===== src/rtl/mem_arbiter.sv =====
// Two-master memory arbiter: instruction fetch and load/store share one
// registered memory port, with round-robin on contention and a wait timeout.
module mem_arbiter #(
  parameter int XLEN    = 32,
  parameter int TIMEOUT = 64
) (
  input  logic            i_clk,
  input  logic            i_rst,
  input  logic            i_inst_req,
  input  logic [XLEN-1:0] i_inst_addr,
  output logic            o_inst_ack,
  output logic [XLEN-1:0] o_inst_data,
  input  logic            i_data_req,
  input  logic [XLEN-1:0] i_data_addr,
  input  logic [XLEN-1:0] i_data_wdata,
  input  logic [2:0]      i_funct3,
  input  logic            i_readwrite,
  output logic            o_data_ack,
  output logic [XLEN-1:0] o_data_rdata,
  output logic            o_err,
  output logic            o_mem_req,
  output logic [XLEN-1:0] o_mem_addr,
  output logic [XLEN-1:0] o_mem_wdata,
  output logic [2:0]      o_mem_funct3,
  output logic            o_mem_rw,
  input  logic            i_mem_ack,
  input  logic [XLEN-1:0] i_mem_rdata
);

  localparam int CW = (TIMEOUT > 2) ? $clog2(TIMEOUT) : 1;
  localparam logic [CW-1:0] CNT_MAX = CW'(TIMEOUT - 1);

  typedef enum logic [1:0] {
    IDLE,
    WAIT_I,
    WAIT_D,
    RESP
  } state_t;

  state_t state;
  state_t state_nxt;

  // last_grant / resp_side: 0 = fetch, 1 = data
  logic            last_grant;
  logic            resp_side;
  logic            resp_err;
  logic [XLEN-1:0] resp_data;
  logic [CW-1:0]   cnt;
  logic            gnt_i;
  logic            gnt_d;
  logic            done_ack;
  logic            done_to;
  logic            waiting;

  assign waiting = (state == WAIT_I) || (state == WAIT_D);

  always_ff @(posedge i_clk) begin
    if (i_rst) state <= IDLE;
    else       state <= state_nxt;
  end

  always_comb begin
    state_nxt = state;
    gnt_i     = 1'b0;
    gnt_d     = 1'b0;
    done_ack  = 1'b0;
    done_to   = 1'b0;
    unique case (state)
      IDLE: begin
        if (i_inst_req && i_data_req) begin
          gnt_i = last_grant;
          gnt_d = !last_grant;
        end else begin
          gnt_i = i_inst_req;
          gnt_d = i_data_req;
        end
        if (gnt_i)      state_nxt = WAIT_I;
        else if (gnt_d) state_nxt = WAIT_D;
      end
      WAIT_I, WAIT_D: begin
        // a memory ack on the final wait cycle beats the timeout
        if (i_mem_ack) begin
          done_ack  = 1'b1;
          state_nxt = RESP;
        end else if (cnt == CNT_MAX) begin
          done_to   = 1'b1;
          state_nxt = RESP;
        end
      end
      RESP: state_nxt = IDLE;
      default: state_nxt = IDLE;
    endcase
  end

  always_ff @(posedge i_clk) begin
    if (i_rst) begin
      last_grant   <= 1'b0;
      resp_side    <= 1'b0;
      resp_err     <= 1'b0;
      resp_data    <= '0;
      cnt          <= '0;
      o_mem_req    <= 1'b0;
      o_mem_addr   <= '0;
      o_mem_wdata  <= '0;
      o_mem_funct3 <= 3'b000;
      o_mem_rw     <= 1'b0;
    end else begin
      if (gnt_i) begin
        last_grant   <= 1'b0;
        resp_side    <= 1'b0;
        cnt          <= '0;
        o_mem_req    <= 1'b1;
        o_mem_addr   <= i_inst_addr;
        o_mem_wdata  <= '0;
        o_mem_funct3 <= 3'b010;
        o_mem_rw     <= 1'b0;
      end else if (gnt_d) begin
        last_grant   <= 1'b1;
        resp_side    <= 1'b1;
        cnt          <= '0;
        o_mem_req    <= 1'b1;
        o_mem_addr   <= i_data_addr;
        o_mem_wdata  <= i_data_wdata;
        o_mem_funct3 <= i_funct3;
        o_mem_rw     <= i_readwrite;
      end else if (waiting) begin
        cnt <= cnt + CW'(1);
      end
      if (done_ack) begin
        o_mem_req <= 1'b0;
        resp_err  <= 1'b0;
        resp_data <= (resp_side && o_mem_rw) ? '0 : i_mem_rdata;
      end else if (done_to) begin
        o_mem_req <= 1'b0;
        resp_err  <= 1'b1;
        resp_data <= '0;
      end
    end
  end

  assign o_inst_ack   = (state == RESP) && !resp_side;
  assign o_data_ack   = (state == RESP) && resp_side;
  assign o_err        = (state == RESP) && resp_err;
  assign o_inst_data  = o_inst_ack ? resp_data : '0;
  assign o_data_rdata = o_data_ack ? resp_data : '0;

endmodule


===== config.mk =====
export PLATFORM = sky130hd
export DESIGN_NAME = mem_arbiter
export DESIGN_NICKNAME = d
export VERILOG_FILES = /design/src/rtl/mem_arbiter.sv
export SDC_FILE = /design/constraint.sdc
export NUM_CORES = 1
export LEC_CHECK = 0
export CORE_MARGIN = 3
export CORE_UTILIZATION = 40
export CTS_CLUSTER_SIZE = 25
export DETAILED_ROUTE_END_ITERATION = 6
export PLACE_DENSITY = 0.84
export SLEW_MARGIN = 10
export SYNTH_ARGS = -nofsm -noshare
export SYNTH_HDL_FRONTEND = slang
export SYNTH_SLANG_ARGS = --single-unit

===== constraint.sdc =====
create_clock -name i_clk -period 4.7 [get_ports i_clk]
set_input_delay 0.94 -clock i_clk [delete_from_list [all_inputs] [get_ports i_clk]]
set_output_delay 0.94 -clock i_clk [all_outputs]
set_load 0.005 [all_outputs]

### Word-level counts from Yosys, hierarchy flattened

Cells that the tools add are included.

| storage, ports and cells | value |
|---|---|
| bits of input ports | 137 |
| register bits | 111 |

| operators by class | value |
|---|---|
| equality and inequality tests | 6 |
| add/subtract/negate cells | 1 |
| reductions and logical operators | 16 |
| multiplexer cells | 27 |

Operator list:

| kind | number |
|---|---|
| $mux 32 | 7 |
| $mux 1 | 13 |
| $mux 2 | 6 |
| $add 6x1->6 const B | 1 |
| $eq 6x6->1 const B | 1 |
| $ne 3x3->1 const B | 2 |
| $pmux 2 s3 | 1 |
| $reduce_or 2->1 | 3 |
| $reduce_or 3->1 | 2 |
| $logic_and 1x1->1 | 5 |
| $eq 2x2->1 const B | 2 |
| $reduce_bool 2->1 | 2 |
| $eq 2x1->1 const B | 1 |
| $logic_not 2->1 | 1 |
| $reduce_and 2->1 | 1 |
| $logic_not 1->1 | 1 |
| $logic_or 1x1->1 | 1 |

### Depth between registers and ports, before layout

| depth | value |
|---|---|
| word-level depth | 6 |
| mapped depth | 8 |

### Worst setup path after synthesis

Ideal clock, no wire load.

| timing path | value |
|---|---|
| path kind | reg2out |
| start point | register state[0] |
| end point | output port o_inst_data[22] |
| path buffers | 1 |
| setup slack | 2.538 ns |
| arrival | 1.222 ns |
| cell stages (with the launch flop) | 5 |
| cell sequence | dfxtp_1 -> ha_1 -> nor2b_1 -> clkbuf_1 -> and2_1 |

| between the ends | value |
|---|---|
| word-level cells in the longest chain between the ends | 3 |

Ends and longest elaborated chain:

| element | line | source |
|---|---|---|
| start: declaration | 40 | `state_t state;` |
| start signal: assignment | 59 | `else state <= state_nxt;` |
| $eq 2x2->1 | 141 | `assign o_inst_ack = (state == RESP) && !resp_side;` |
| $logic_and 1x1->1 | 141 |  |
| net o_inst_ack | 11 | `output logic o_inst_ack,` |
| $mux 32 | 144 | `assign o_inst_data = o_inst_ack ? resp_data : '0;` |
| end: declaration | 12 | `output logic [XLEN-1:0] o_inst_data,` |

The timed path passes the listed nets, and every way through them passes these cells.

### Final worst setup path

| timing path | value |
|---|---|
| start point | register state[0] |
| end point | output port o_inst_data[17] |

| between the ends | value |
|---|---|
| word-level cells in the longest chain between the ends | 3 |

Ends and longest elaborated chain:

| element | line |
|---|---|
| $eq 2x2->1 | 141 |
| $logic_and 1x1->1 | 141 |
| $mux 32 | 144 |

Every way passes these cells.

==> impl_metrics.toml <==
[status]
status = "completed"

[hold_path]
min_path_type = "flop to flop"
worstHoldStart = "o_mem_wdata[29]"

[setup_path]
critPathTopFamily = "buffers and inverters"
critPathSlowestCell = "clkdlybuf4s50_1"
reg2reg_from = "state[0]"
reg2reg_slack_ns = 2.08
cpMostUsedCell = "buf_4"
path_max_fanout = 35
crit_buf_inv = 3
cp_data_required_time_ns = 3.76
path_class = "flop to primary output"
worstPathCellList = "ha_1 -> buf_4 -> nor2b_1 -> buf_4 -> and2_1 -> clkdlybuf4s50_1"
critPathLaunch = "state[0]"
cp-end-kind = "primary output"
slowest_delay_ns = 0.51
start_kind = "flop"
critPathArrivalTime_ns = 2.28

[place]
port_buffers = 272
hpwlAfterDp_mm = 11.98
dp.cells = 987
placed_area_sq_mm = 0.007486
place_congestion = 0.8571
pre_cts_ws_ns = 1.437

[route]
drc_errors = 0
num_vias = 5203
routed_wl_mm = 16.10
ant_nets = 0
drt_iter0_drc = 411
drtPass1Iterations = 4
vias_per_cell = 5.187
wl_per_cell_microns = 16.06

[power_and_ir_drop]
p_per_area_mw_per_mm2 = 416.4
power_switching_uw = 1125
pwr-share-comb_pct = 38.3
internal_power_uw = 2118
switching_share_pct = 34.69
p_leak_uw = 0.002915
finalPower_uw = 3243
p_clk_share_pct = 22.8
irDropWorstVdd_mv = 0.2151
seqPwrFrac_pct = 38.9

[timing]
clock_skew_ns = 0.006718
finalWorstSetupSlack_ns = 1.482
setup_viol = 0
rsz0062_at_grt = "no"
min_period_ns = 3.218
hold_viol = 0
finalCritPeriodShare_pct = 68.47
slew_violations = 0
tns_ns = 0
timing.fmax_mhz = 310.7
tightest_slew_ns = 1.200
slew_headroom_pct = 20.03

[cells_and_area]
nNetsFinal = 996
area_growth_pct = 63.70
fin_cells = 1003
antenna_cells = 0
drive_above_1_share_pct = 3.256
fin_area_sq_mm = 0.007787
seqCellArea_sq_mm = 0.002222
multi_input_area_sq_mm = 0.002288
nFillCells = 921

[yosys]
avgSynthCellArea_sq_um = 7.698
yosysSeqAreaShare_pct = 46.71
synth_cell_types = 34
synth_nets = 758
yosysWarnings = 0
synth-seq-cells = 111
synth_cells = 618
syn_area_sq_mm = 0.004757

[cts]
root_buffer = "clkbuf_16"
cts_buffers = 9
worstSkewPairLatency_ns = 0.34
clk_pin_slew_worst_paths_ns = 0.07
post_cts_buffers = 0
htreeDepth = 3
cts.repair.resized = 0
cts_buffer_depth = 2
cts_tree = "done"
cts.hold.buffers_added = 0
cts.sinks = 111

[floorplan]
core_region_area_sq_mm = 0.01152
io_pins = 273
die_area_sq_mm = 0.01324
die_y_microns = 115.1
initial_utilization_pct = 41.31
die_w_microns = 115.1
fp-row-count = 39

[grt]
grt_first_pass_wirelength_mm = 25.20
grt_max_degree = 69
grt-ovfl-total = 0
grtUsageTotal_pct = 23.58
antenna_found_initial = 0
grt_pass1_vias = 5125

[flow_run]
drv_cap = 0
## cell usage in the layout, fill, tap and decap left out, drive strengths merged, types with 2 or more instances in the layout
cell	n
a21oi	74
a311oi	32
a31oi	2
and2	35
and3	34
buf	10
clkbuf	12
clkdlybuf4s50	271
clkinvlp	2
dfxtp	111
ha	3
inv	5
nand2	172
nand2b	3
nand3	2
nor2	39
o21ai	36
xor2	3
## metal layers
| metal | global-route usage, % | wire length (microns) | vias up |
|---|---|---|---|
| met5 | 0 | 0 | - |
| met4 | 10.17 | 532 | 0 |
| met3 | 7.000 | 1506 | 37 |
| met2 | 41.09 | 8028 | 241 |
| met1 | 26.70 | 6037 | 2373 |
| li1 | - | - | 2552 |
## final timing paths
path	end	depth (start not counted)
setup / recovery	o_inst_data[17]	6
hold / removal	o_mem_wdata[29]	2
setup reg to reg	state[1]	6
hold reg to reg	o_mem_wdata[29]	2
## worst register-to-register path, delay by kind of cell (launching register included)
family	cells	cell delay, ns
buf+inv	2	0.76
fa+ha+maj	1	0.44
simple gates	1	0.58
compound gates	2	0.43
flops	1	0.36
## flip-flops by register name, summed over array words and instances (netlist names)
signal / count
resp_side: 1
o_mem_req: 1
o_mem_rw: 1
o_mem_wdata: 32
resp_err: 1
state: 2
resp_data: 32
o_mem_addr: 32
o_mem_funct3: 3
cnt: 6
## stage by stage
stage                     hold slack, ns  util, %
after CTS                         0.4560    67.45
final                             0.4563    67.62
after detailed placement          0.4471    65.00
after floorplan                   0.4527        -
after global placement            0.4418    65.00
after global routing              0.4702    67.62
## cell usage after synthesis, drive strengths merged
master,instances,area share [%]
nand2,172,14
buf,26,3.0
nor2,39,3.1
ha,3,0.79
dfxtp,111,47
clkbuf,28,2.2
o21ai,36,3.8
a311oi,32,5.9
or4b,1,0.21
nand2b,3,0.39
a211oi,1,0.16
mux2i,1,0.21
a211o,1,0.18
and2,35,4.6
and3,34,4.5
o211ai,1,0.26
xor2,3,0.55
nand4,1,0.13
a31oi,2,0.26
or3b,1,0.18
inv,5,0.39
xnor2,1,0.18
o21a,1,0.16
a21oi,74,7.9
nand3,2,0.21
nor3,1,0.11
nor2b,1,0.13
or3,1,0.13
o31ai,1,0.16
## area by class of cell
cell class | count | share of cell area, %
tap | 143 | 2.298
multi-input combinational | 448 | 29.39
sequential | 111 | 28.53
clock inverter | 3 | 0.5784
timing repair buffer | 281 | 35.93
inverter | 5 | 0.2410
clock buffer | 12 | 3.037
## power groups by stage
stage / Clock (uW) / Sequential [uW] / Combinational, uW
final: 740 / 1260 / 1240
after global routing: 794 / 1290 / 1370
after CTS: 755 / 1260 / 1240
after detailed placement: 0 / 1280 / 1230
after global placement: 0 / 1270 / 1190
after floorplan: 0 / 1260 / 689
## cell families after synthesis
family,Yosys count,share of synthesized area [%]
XOR/XNOR,4,0.7366
buffers and inverters,59,5.576
adder cells (fa/ha/maj),3,0.7891
AO/OA/AOI/OAI,149,18.73
flip-flops,111,46.71
AND/OR/NAND/NOR,291,27.25
multiplexers,1,0.2104
Note: power is estimated with default switching activity, not from simulation.
